`config.mk`:
```
export PLATFORM = sky130hd
export DESIGN_NAME = rom_load_sequencer
export DESIGN_NICKNAME = d
export VERILOG_FILES = /design/src/rtl/rom_load_pkg.sv /design/src/rtl/rom_region_decode.sv /design/src/rtl/rom_load_sequencer.sv
export SDC_FILE = /design/constraint.sdc
export NUM_CORES = 1
export LEC_CHECK = 0
export ABC_CLOCK_PERIOD_IN_PS = 3240
export BUFFER_PORTS_ARGS = -buffer_cell sky130_fd_sc_hd__buf_4
export CORE_UTILIZATION = 55
export CTS_BUF_LIST = sky130_fd_sc_hd__clkbuf_4 sky130_fd_sc_hd__clkbuf_8
export DETAILED_ROUTE_END_ITERATION = 16
export GPL_ROUTABILITY_DRIVEN = 0
export GPL_TIMING_DRIVEN = 1
export PLACE_DENSITY = 0.91
export REMOVE_ABC_BUFFERS = 1
export SLEW_MARGIN = 10
export SYNTH_ARGS = -nofsm -noshare
export SYNTH_HDL_FRONTEND = slang
export SYNTH_HIERARCHICAL = 1
export SYNTH_SLANG_ARGS = --single-unit
```
`constraint.sdc`:
```
create_clock -name clk -period 3.24 [get_ports clk]
set_clock_uncertainty 0.1 [all_clocks]
set_input_delay 0.486 -clock clk [delete_from_list [all_inputs] [get_ports clk]]
set_output_delay 0.486 -clock clk [all_outputs]
set_load 0.02 [all_outputs]
```
`src/rtl/rom_load_pkg.sv`:
```
// rom_load_pkg: download region map, region index and sequencer state shared by
// the ROM load sequencer and its address decoder.
package rom_load_pkg;

    localparam logic [15:0] PROG_BASE = 16'h0000;
    localparam logic [15:0] PROG_SIZE = 16'h4000;
    localparam logic [15:0] BG_SIZE   = 16'h1000;
    localparam logic [15:0] FG_SIZE   = 16'h1000;
    localparam logic [15:0] PROM_SIZE = 16'h0200;
    localparam logic [15:0] BG_BASE   = PROG_BASE + PROG_SIZE;
    localparam logic [15:0] FG_BASE   = BG_BASE + BG_SIZE;
    localparam logic [15:0] PROM_BASE = FG_BASE + FG_SIZE;
    localparam logic [15:0] ROM_END   = PROM_BASE + PROM_SIZE;

    typedef enum logic [1:0] {PROG, BG, FG, PROM} region_e;

    typedef enum logic [2:0] {EMPTY, LOAD, CHECK, STRETCH, RUN, FAULT} state_e;

    function automatic logic [15:0] region_base(input region_e r);
        return r == PROG ? PROG_BASE : r == BG ? BG_BASE : r == FG ? FG_BASE : PROM_BASE;
    endfunction

    function automatic logic [3:0] region_onehot(input region_e r);
        return 4'(1) << r;
    endfunction

endpackage

```
`src/rtl/rom_region_decode.sv`:
```
// rom_region_decode: maps a linear download byte address to a one-hot region
// strobe and the address relative to that region's base.
module rom_region_decode
    import rom_load_pkg::*;
(
    input  logic [15:0] addr,
    output logic [3:0]  we,
    output logic [13:0] rel_addr,
    output logic        in_range
);

    region_e     region;
    logic [15:0] base;

    always_comb begin
        region   = addr < BG_BASE ? PROG : addr < FG_BASE ? BG : addr < PROM_BASE ? FG : PROM;
        base     = region_base(region);
        in_range = addr < ROM_END;
        we       = in_range ? region_onehot(region) : 4'b0000;
        rel_addr = 14'(addr - base);
    end

endmodule

```
`src/rtl/rom_load_sequencer.sv`:
```
// rom_load_sequencer: turns the HPS download stream into per-region ROM writes and
// keeps the core in reset until a complete, in-range image has been loaded.
module rom_load_sequencer
    import rom_load_pkg::*;
#(
    parameter int unsigned TOTAL_BYTES = 25088,
    parameter int unsigned RST_CYCLES  = 64
) (
    input  logic        clk,
    input  logic        reset_n,
    input  logic        dl_active,
    input  logic        dl_wr,
    input  logic [15:0] dl_addr,
    input  logic [7:0]  dl_data,
    input  logic        soft_reset,
    output logic [3:0]  rom_we,
    output logic [13:0] rom_addr,
    output logic [7:0]  rom_data,
    output logic        core_reset,
    output logic        load_ok,
    output logic        load_err
);

    localparam int unsigned    RCW      = $clog2(RST_CYCLES);
    localparam logic [RCW-1:0] RST_LAST = RCW'(RST_CYCLES - 1);
    localparam logic [15:0]    TOTAL    = 16'(TOTAL_BYTES);

    state_e         state, state_n;
    logic [15:0]    byte_cnt;
    logic           addr_err;
    logic [RCW-1:0] rst_cnt;
    logic [3:0]     dec_we;
    logic [13:0]    dec_addr;
    logic           dec_in_range;
    logic           accept, load_good, enter_load;

    rom_region_decode u_dec (
        .addr    (dl_addr),
        .we      (dec_we),
        .rel_addr(dec_addr),
        .in_range(dec_in_range)
    );

    assign accept     = state == LOAD && dl_wr;
    assign load_good  = byte_cnt == TOTAL && !addr_err;
    assign enter_load = state != LOAD && state_n == LOAD;

    // A new download always wins, even over an in-progress reset stretch.
    always_comb begin
        state_n = state;
        case (state)
            EMPTY, FAULT: state_n = dl_active ? LOAD : state;
            LOAD:         state_n = dl_active ? LOAD : CHECK;
            CHECK:        state_n = load_good ? STRETCH : FAULT;
            STRETCH:      state_n = dl_active ? LOAD : (!soft_reset && rst_cnt == RST_LAST) ? RUN : STRETCH;
            RUN:          state_n = dl_active ? LOAD : soft_reset ? STRETCH : RUN;
            default:      state_n = EMPTY;
        endcase
    end

    always_ff @(posedge clk or negedge reset_n) begin
        if (!reset_n) begin
            state      <= EMPTY;
            byte_cnt   <= '0;
            addr_err   <= 1'b0;
            rst_cnt    <= '0;
            rom_we     <= '0;
            rom_addr   <= '0;
            rom_data   <= '0;
            core_reset <= 1'b1;
            load_ok    <= 1'b0;
            load_err   <= 1'b0;
        end else begin
            state      <= state_n;
            core_reset <= state_n != RUN;
            rom_we     <= '0;
            if (accept) begin
                rom_we   <= dec_we;
                rom_addr <= dec_addr;
                rom_data <= dl_data;
                byte_cnt <= byte_cnt + {15'd0, byte_cnt != 16'hFFFF};
                addr_err <= addr_err | !dec_in_range;
            end
            if (enter_load) begin
                byte_cnt <= '0;
                addr_err <= 1'b0;
                load_ok  <= 1'b0;
                load_err <= 1'b0;
            end
            if (state == CHECK) begin
                load_ok  <= load_good;
                load_err <= !load_good;
            end
            // Held at zero while soft_reset stays high so the stretch restarts on release.
            rst_cnt <= (state == STRETCH && state_n == STRETCH && !soft_reset) ? rst_cnt + 1'b1 : '0;
        end
    end

endmodule

```
### Word level (Yosys, flattened, before mapping)

Cells that the tools add are included.
W data, S select, Z words.

| word-level totals | value |
|---|---|
| memories | 0 |
| logic and storage cells | 72 |
| output and inout port bits | 29 |
| bits in registers | 55 |
| memory bits (read-only) | 0 |
| bits in latches | 0 |
| RAM bits | 0 |

| cells by class | value |
|---|---|
| order comparisons | 4 |
| bitwise gates (word level) | 1 |
| multiplexer cells | 24 |
| $add $sub $neg | 3 |
| reductions and logical operators | 15 |
| equal/unequal tests | 14 |
| shift operators | 1 |
| $mul | 0 |
| div/mod/pow operators | 0 |

Operators with widths:

| operator | number |
|---|---|
| $lt A16 B15 Y1 const B | 4 |
| $mux W14 | 3 |
| $mux W16 | 2 |
| $mux W3 | 6 |
| $add A16 B1 Y16 | 1 |
| $eq A16 B15 Y1 const B | 1 |
| $ne A16 B16 Y1 const B | 1 |
| $pmux W3 S5 | 1 |
| $sub A14 B14 Y14 | 1 |
| $eq A3 B2 Y1 const B | 3 |
| $mux W4 | 2 |
| $add A6 B1 Y6 const B | 1 |
| $eq A3 B1 Y1 const B | 2 |
| $eq A3 B3 Y1 const B | 2 |
| $eq A6 B6 Y1 const B | 1 |
| $logic_and A1 B1 Y1 | 6 |
| $mux W1 | 6 |
| $mux W2 | 3 |
| $mux W6 | 1 |
| $logic_not A1 Y1 | 4 |
| $reduce_bool A2 Y1 | 2 |
| $shl A1 B2 Y4 const A | 1 |
| $logic_not A3 Y1 | 1 |
| $ne A3 B1 Y1 const B | 1 |
| 6 further kinds | 6 |

### Longest topological paths before layout

Gate-level depths: netlist of the first run.

| depth | value |
|---|---|
| depth after elaboration | 9 |
| mapped depth | 8 |
| depth with buffers taken out | 8 |

### Cells and area by module

The synthesis of the first run kept the hierarchy.

By module, submodules not included:

| module | times used | cells each | area each (µm²) |
|---|---|---|---|
| rom_load_sequencer | 1 | 211 | 2,429.8 |
| rom_region_decode | 1 | 28 | 201.4 |

### Worst setup path after synthesis of the first run

Ideal clock, no wire load.

| timing path | value |
|---|---|
| kind | register to register |
| start | reg byte_cnt[6] |
| end | reg byte_cnt[6] |
| stages on the path, launching flop included | 9 |
| setup slack | 941 ps |
| setup time | 121 ps |
| path buffers | 0 |
| period minus slack after synthesis | 2,299 ps |
| arrival | 2,077 ps |
| cells stage by stage | dfrtp_1 -> and4_4 -> nand4_2 -> or4_1 -> ha_1 -> ha_1 -> nand3_1 -> xor2_1 -> nor2_1 |

| on the way | value |
|---|---|
| cells in the longest elaborated chain, start to end | 7 |
| elaborated cells between the ends (all ways) | 11 |
| classes of those cells | add/sub: 1; eq/ne: 3; mux: 4; reduce/logical: 3 |

Ends and longest elaborated chain:

| what | line | text |
|---|---|---|
| from (decl) | rom_load_sequencer.sv:29 | `logic [15:0] byte_cnt;` |
| from (signal assigned) | rom_load_sequencer.sv:81 | `byte_cnt <= byte_cnt + {15'd0, byte_cnt != 16'hFFFF};` |
| branches (longest 7 deep; another with $add A16 B1 Y16) | -- |  |

Parallel ways; which one is timed is not known. The select of a mux whose other input is x is not followed.
A chain may end at the register's enable or synchronous reset.

### Final worst setup path of the first run

Ends and elaborated chain as after synthesis.

==> impl_metrics.tcl, run 1 <==
set metrics [dict create \
    grt-ovfl-total 0 \
    ys_seq_elements 55 \
    worstSkewPairLatency_ps 310 \
    period_needed_ps 2540 \
    wl_per_cell_microns 14.8 \
    synth_cell_type_count 42 \
    cts_resized 0 \
    crit_path_max_fanout 7 \
    postLayoutCellArea_sq_um 3100 \
    ir_drop_v 0.000686 \
    antenna_found_initial 0 \
    num_vias 1936 \
    yosys.area.top_type_share 0.514 \
    status "completed" \
    slew_headroom 0.550 \
    end_kind "register" \
    max_freq_mhz 394 \
    synthCells 239 \
    htreeDepth 2 \
    start_kind "register" \
    drive_gt1_frac 0.256 \
    critical_path_class "register to register" \
    crit_arrival_ps 2610 \
    cpPeakStageDelay_ps 540 \
    hold_buffers 0 \
    cts.path.max_buffers 2 \
    cts_setup_buffers 0 \
    ant_nets 0 \
    n_antenna_cell 0 \
    via_per_inst 5.74 \
    drt_iter0_markers 146 \
    num_rows 24 \
    p_leak_uw 0.00141 \
    grt_max_degree 56 \
    synth_largest_area_cell "dfrtp_1" \
    core_sq_um 4470 \
    crit_path_top_delay_cell "or4_1" \
    placed_area_sq_um 3000 \
    setup_viol 0 \
    synth-edff-count 0 \
    areaGrowthSynthToFinish_pct 17.9 \
    crit_top_cell "ha_1" \
    first_pass_iters 6 \
    boundaryPins 58 \
    final_nets 317 \
    hold_viol_final 0 \
    hold_class "input pin to async pin" \
    synth_area_per_cell_sq_um 11.0 \
    critical_path.cell_chain "and4_4 -> nand4_2 -> or4_1 -> ha_1 -> ha_1 -> nand3_1 -> xor2_1 -> nor2_1" \
    period_share 0.783 \
    grt_pass1_wl_microns 8810 \
    start_util 0.588 \
    synth-seq-area-share 0.524 \
    die_area_sq_um 5060 \
    netlist_top_cells_area "dfrtp_1 51%, mux2_1 9.4%, buf_4 3.7%, xor2_1 3.3%, nor2_1 3.1%" \
    rsz0062_at_grt "false" \
    ys.flop_type "dfrtp_1" \
    fin_setup_tns_ps 0 \
    synthArstFlopShare 1.00 \
    required_ps 3310 \
    final_common_cell "buf_4" \
    wirelength_microns 5000 \
    gr-usage-met2 0.388 \
    dp_hpwl_microns 3570 \
    root_buffer "clkbuf_8" \
    port_buffers 57 \
    track_usage 0.226 \
    grt_pass1_vias 2051 \
    yosysWarnings 6 \
    use_met1 0.259 \
    grt.busiest_layer "met2" \
    tritoncts "done" \
    cts_buffers 5 \
    drcViolationCount 0 \
    die_h_microns 71.2 \
    final-max-slew-violation-count 0 \
    syn_area_sq_um 2630 \
    use_met3 0.0598 \
    clk_pin_slew_ps 100 \
    p_per_area_nw_per_um2 724 \
    drv_cap 0 \
    worst-r2r-cell-count 8 \
    die_x_microns 71.2 \
    tightest_slew_ps 675 \
    layout_common_cells "58 x buf_4, 54 x dfrtp_1, 22 x nor2_1, 22 x mux2_1, 14 x nand2_1" \
    cts_sinks 55 \
]
[cell families after synthesis]
logic type | Yosys count | synth area share
muxes | 22 | 0.0942
buffers and inverters | 27 | 0.0590
adders and majority gates | 4 | 0.0190
and+or+nand+nor | 89 | 0.194
DFF | 55 | 0.524
AOI/OAI and AO/OA | 27 | 0.0599
xor gates and xnor gates | 15 | 0.0499
[final timing paths]
path	start	end	slack, ps
min reg2reg	rst_cnt[0]	rst_cnt[0]	360
max	byte_cnt[6]	byte_cnt[6]	700
max reg2reg	byte_cnt[6]	byte_cnt[6]	700
min in group clk	dl_active	state[1]	280
max in group asynchronous	reset_n	byte_cnt[14]	2480
min	reset_n	rom_addr[4]	90
[metrics by stage]
stage | power (uW) | instances | hold slack (ps) | setup WS (ps) | util
2_1_floorplan | 1480 | 219 | 90.4 | 771 | -
3_3_place_gp | 1820 | 329 | 347 | 788 | 0.671
3_5_place_dp | 1860 | 329 | 350 | 724 | 0.671
4_1_cts | 2260 | 337 | 121 | 709 | 0.693
5_1_grt | 2370 | 337 | 155 | 513 | 0.693
6_report | 2250 | 337 | 90.5 | 702 | 0.693
[synth_stat cells, drive strengths merged (6+ instances only)]
cell type  instances
a21oi             10
and2               6
buf               17
dfrtp             54
inv                7
mux2              22
nand2             14
nand3              9
nand4              6
nor2              23
o21ai              7
or4                6
xor2              10
[layout make-up]
cell class / count / area [sq um]
sequential: 55 / 1380
fill: 326 / 1370
multi-input combinational: 157 / 1100
timing repair buffer: 58 / 435
clock buffer: 7 / 90.1
tap: 52 / 65.1
inverter: 7 / 26.3
clock inverter: 1 / 8.76
[layer usage]
metal  wire length, microns  share of wire
met5                      0              0
met3                    351          0.070
met2                   2480           0.50
met4                    127          0.025
met1                   2040           0.41
[flip-flops by register name (all words and copies together) (netlist names)]
name	flops
state	3
rom_addr	14
load_err	1
rst_cnt	6
rom_we	4
core_reset	1
addr_err	1
byte_cnt	16
rom_data	8
load_ok	1
[worst max-delay path: cells and delay by family (launching register included)]
family / cells / cell delay (ps)
AND/OR/NAND/NOR: 5 / 1200
flip-flops: 1 / 450
adder cells (fa/ha/maj): 2 / 470
XOR/XNOR: 1 / 180
[power by group]
part           internal [uW]  total, uW  leakage (uW)  switching (uW)
sequential               862        984      0.000706             122
clock                    184        400     0.0000519             216
combinational            382        862      0.000656             480
No activity file was read; power rests on OpenSTA's default activity.
==> run 2, diff against run 1 <==
--- a/config.mk
+++ b/config.mk
@@ -5,7 +5,7 @@
 export SDC_FILE = /design/constraint.sdc
 export NUM_CORES = 1
 export LEC_CHECK = 0
-export ABC_CLOCK_PERIOD_IN_PS = 3240
+export ABC_CLOCK_PERIOD_IN_PS = 2520
 export BUFFER_PORTS_ARGS = -buffer_cell sky130_fd_sc_hd__buf_4
 export CORE_UTILIZATION = 55
 export CTS_BUF_LIST = sky130_fd_sc_hd__clkbuf_4 sky130_fd_sc_hd__clkbuf_8
==> constraint.sdc (replaced) <==
create_clock -name clk -period 2.52 [get_ports clk]
set_clock_uncertainty 0.1 [all_clocks]
set_input_delay 0.378 -clock clk [delete_from_list [all_inputs] [get_ports clk]]
set_output_delay 0.378 -clock clk [all_outputs]
set_load 0.02 [all_outputs]
==> impl_metrics.tcl, run 2 (same netlist as run 1, synthesis figures left out) <==
set metrics [dict create \
    p_per_area_nw_per_um2 927 \
    required_ps 2580 \
    max_freq_mhz 418 \
    num_vias 1962 \
    period_needed_ps 2390 \
    hold_class "input pin to async pin" \
    crit_path_max_fanout 6 \
    start_kind "register" \
    root_buffer "clkbuf_8" \
    final_util 0.701 \
    hold_viol_final 7 \
    track_usage 0.234 \
    num_rows 24 \
    cts_sinks 55 \
    postLayoutCellArea_sq_um 3140 \
    largest_reg_flops 16 \
    nFillCells 320 \
    clk_pin_slew_ps 90 \
    n_antenna_cell 0 \
    holdWs_ps -2.81 \
    start_util 0.588 \
    htreeDepth 2 \
    tightest_slew_ps 687 \
    core_sq_um 4470 \
    first_pass_iters 6 \
    port_buffers 57 \
    rr_startpoint "byte_cnt[8]" \
    top_register "byte_cnt" \
    p_clk_frac 0.179 \
    ant_nets 0 \
    use_met3 0.0783 \
    p_leak_uw 0.00143 \
    drt_iter0_markers 174 \
    violations "negative hold slack" \
    tritoncts "done" \
    multi_input_comb_area_sq_um 1100 \
    via_per_inst 5.75 \
    grt_max_degree 56 \
    die_x_microns 71.2 \
    p_switching_uw 1060 \
    dp_hpwl_microns 3680 \
    die_h_microns 71.2 \
    largestRegisters "byte_cnt x16, rom_addr x14, rom_data x8" \
    use_met1 0.272 \
    grt_pass1_vias 2092 \
    final_nets 321 \
    cts_buffers 5 \
    critical_path_class "register to register" \
    worstSkewPairLatency_ps 310 \
    setup_viol 0 \
    worst_slack_ps 129 \
    worst-r2r-cell-count 8 \
    grt.busiest_layer "met2" \
    period_share 0.949 \
    seqCellArea_sq_um 1380 \
    pre_cts_ws_ps 114 \
    p_comb_frac 0.385 \
    grt-ovfl-total 0 \
    drcViolationCount 0 \
    intPower_uw 1840 \
    grt_pass1_wl_microns 9190 \
    crit_arrival_ps 2450 \
    final_common_cell "buf_4" \
    areaGrowthSynthToFinish_pct 19.2 \
    drv_cap 0 \
    drive_gt1_frac 0.270 \
    antenna_found_initial 0 \
    ir_drop_v 0.000751 \
    report.power.total_uw 2910 \
    gr-usage-met2 0.387 \
    status "complete, but fails checks" \
    wirelength_microns 5260 \
    slew_headroom 0.542 \
    die_area_sq_um 5060 \
    placed_area_sq_um 3030 \
    layout_common_cells "62 x buf_4, 54 x dfrtp_1, 22 x nor2_1, 22 x mux2_1, 14 x nand2_1" \
    swShare 0.366 \
    end_kind "register" \
    p_seq_frac 0.436 \
    crit_start "byte_cnt[8]" \
    boundaryPins 58 \
    hold_buffers 0 \
    cts.path.max_buffers 2 \
    wl_per_cell_microns 15.4 \
    final-max-slew-violation-count 0 \
]
==> run 2: changes by cell type in the layout (fill, tap and decap cells not counted), sizes merged <==
cell  previous run  this run
buf             58        62
==> run 2: timing repair <==
item                       in CTS  in global routing
resized for setup               0                  1
setup endpoints to repair       0                  3
setup buffers                   0                  0
==> run 2: critical path: stages (launching register included) <==
cell and delay, ps:
dfrtp_1 410, and4_4 260, nand4_2 110, or4_1 530
ha_1 230, and2_1 210, nand3_1 190, or3_1 140
a21oi_1 60
==> run 2: through the flow <==
step / TNS [ps] / hold slack (ps) / std cells
after CTS: 0 / 23.5 / 341
after global placement: 0 / 347 / 333
after detailed placement: 0 / 364 / 333
after global routing: -0.625 / 55.6 / 341
after floorplan: 0 / -17.6 / 219
final: 0 / -2.81 / 341
==> run 2: per-layer routing <==
metal / share of wire / routed length [microns] / vias up
met5: 0 / 0 / -
met4: 0.015 / 79 / 0
met3: 0.069 / 364 / 11
met2: 0.51 / 2700 / 70
met1: 0.40 / 2110 / 953
li1: - / - / 928
==> run 2: path summary, 6_finish.rpt <==
check	slack, ps	endpoint
max	130	byte_cnt[11]
min	-3	rom_addr[5]
max reg2reg	130	byte_cnt[11]
min reg2reg	380	rst_cnt[0]
max in group asynchronous	1860	byte_cnt[8]
min in group clk	160	state[2]
==> run 2: power groups by stage <==
stage	logic, uW	clock network, uW	registers [uW]
finish	1120	519	1270
global route	1210	557	1300
CTS	1130	532	1270
detailed placement	1120	0	1280
global placement	1080	0	1270
floorplan	404	0	1490
==> run 2: area by class of cell <==
cell class,instances,area share
clock buffers,7,0.0287
clock inverters,1,0.00279
inverters,7,0.00838
multi-input cells,157,0.352
flip-flops and latches,55,0.439
well taps,52,0.0207
repair buffers,62,0.148
==> run 3, diff against run 2 <==
--- a/config.mk
+++ b/config.mk
@@ -7,12 +7,12 @@
 export LEC_CHECK = 0
 export ABC_CLOCK_PERIOD_IN_PS = 2520
 export BUFFER_PORTS_ARGS = -buffer_cell sky130_fd_sc_hd__buf_4
-export CORE_UTILIZATION = 55
+export CORE_UTILIZATION = 40
 export CTS_BUF_LIST = sky130_fd_sc_hd__clkbuf_4 sky130_fd_sc_hd__clkbuf_8
 export DETAILED_ROUTE_END_ITERATION = 16
 export GPL_ROUTABILITY_DRIVEN = 0
 export GPL_TIMING_DRIVEN = 1
-export PLACE_DENSITY = 0.91
+export PLACE_DENSITY = 0.72
 export REMOVE_ABC_BUFFERS = 1
 export SLEW_MARGIN = 10
 export SYNTH_ARGS = -nofsm -noshare
==> impl_metrics.tcl, run 3 (same netlist as run 1, synthesis figures left out) <==
set metrics [dict create \
    grt_max_degree 56 \
    die_h_microns 83.1 \
    drv_cap 0 \
    core_sq_um 6350 \
    rsz0062_at_grt "false" \
    max_freq_mhz 428 \
    tritoncts "done" \
    areaGrowthSynthToFinish_pct 22.0 \
    r2r_setup_slack_ps 190 \
    largest_reg_flops 16 \
    grt_pass1_vias 1939 \
    nFillCells 556 \
    rr_endpoint "byte_cnt[7]" \
    grt_pass1_wl_microns 8890 \
    start_util 0.414 \
    boundaryPins 58 \
    start_kind "register" \
    die_area_sq_um 6910 \
    root_buffer "clkbuf_8" \
    holdWs_ps -14.7 \
    clk_pin_slew_ps 100 \
    seqCellArea_sq_um 1380 \
    top_register "byte_cnt" \
    cts_sinks 55 \
    period_share 0.926 \
    port_buffers 57 \
    critical_path_class "register to register" \
    required_ps 2630 \
    crit_path_max_fanout 5 \
    setup_viol 0 \
    p_per_area_nw_per_um2 960 \
    violations "negative hold slack" \
    hold_viol_final 20 \
    placed_cells 357 \
    ir_drop_v 0.000556 \
    tightest_slew_ps 670 \
    num_vias 1930 \
    period_needed_ps 2330 \
    layout_common_cells "61 x buf_4, 54 x dfrtp_1, 22 x nor2_1, 22 x mux2_1, 14 x nand2_1" \
    drt_iter0_markers 96 \
    fin_cells 365 \
    crit_arrival_ps 2440 \
    final-max-slew-violation-count 0 \
    worst-r2r-cell-count 8 \
    end_kind "register" \
    die_x_microns 83.1 \
    cts.path.max_buffers 2 \
    antenna_found_initial 0 \
    hold_class "input pin to async pin" \
    final_nets 320 \
    cts_buffers 5 \
    grt-ovfl-total 0 \
    wirelength_microns 5120 \
    via_per_inst 5.29 \
    slew_headroom 0.553 \
    status "complete, but fails checks" \
    largestRegisters "byte_cnt x16, rom_addr x14, rom_data x8" \
    drive_gt1_frac 0.274 \
    dp_hpwl_microns 3540 \
    n_antenna_cell 0 \
    fin_setup_tns_ps 0 \
    drcViolationCount 0 \
    multi_input_comb_area_sq_um 1110 \
    ant_nets 0 \
    p_leak_uw 0.00144 \
    track_usage 0.159 \
    rr_startpoint "byte_cnt[7]" \
    cts_setup_buffers 0 \
    wl_per_cell_microns 14.0 \
    final_common_cell "buf_4" \
    num_rows 29 \
    first_pass_iters 4 \
    htreeDepth 2 \
    worstSkewPairLatency_ps 310 \
]
run 3: changes by cell type in the layout (fill, tap and decap cells not counted), sizes merged:
cell    previous run  this run
inv                7         8
bufinv             0         2
buf               62        61
clkbuf             7         5
clkinv             1         0
run 3: where the power goes:
| part | leakage (uW) | internal [uW] | switching, uW | total [uW] |
|---|---|---|---|---|
| Sequential | 0.000706 | 1110 | 159 | 1270 |
| Combinational | 0.000668 | 501 | 610 | 1110 |
| Clock | 0.0000703 | 403 | 301 | 704 |
run 3: timing repair:
action,4_1_cts,5_1_grt
gates resized for setup,0,3
endpoints found under the hold margin,0,0
hold buffers,0,0
setup endpoints to repair,0,8
run 3: worst max path at each step:
stage | start | endpoint | cells after the start
after detailed placement | byte_cnt[7] | byte_cnt[12] | 8
after global placement | byte_cnt[7] | byte_cnt[6] | 8
after CTS | byte_cnt[7] | byte_cnt[12] | 8
after floorplan | state[1] | byte_cnt[15] | 4
after global routing | byte_cnt[7] | byte_cnt[13] | 8
final | byte_cnt[7] | byte_cnt[7] | 8
run 3: per-layer routing:
metal | GRT usage | part of all wire
met5 | 0 | 0
met4 | 0.0580 | 0.017
met3 | 0.0477 | 0.058
met2 | 0.251 | 0.49
met1 | 0.206 | 0.43
run 3: layout make-up:
type | count | share of cell area
multi-input cells | 157 | 0.346
well taps | 77 | 0.0300
flip-flops and latches | 55 | 0.429
inverters | 7 | 0.00819
repair buffers | 61 | 0.143
clock inverters | 3 | 0.0222
clock buffers | 5 | 0.0214
run 3: stage by stage:
stage	util	area (sq um)	power, uW	setup WS [ps]	hold WS [ps]
after detailed placement	0.481	3060	2400	120	350
after floorplan	-	2500	1900	51.1	-17.6
after global routing	0.505	3210	3250	25.7	50.4
after CTS	0.503	3200	3110	67.3	16.3
final	0.505	3210	3080	186	-14.7
after global placement	0.481	3060	2370	222	345
run 3: worst max-delay path: stages, from the launching register on:
cell and delay (ps):
dfrtp_1 430, and4_4 260, nand4_2 120, or4_1 530, ha_1 230, and2_1 210
nand4_1 120, xor2_1 170, nor2_1 60
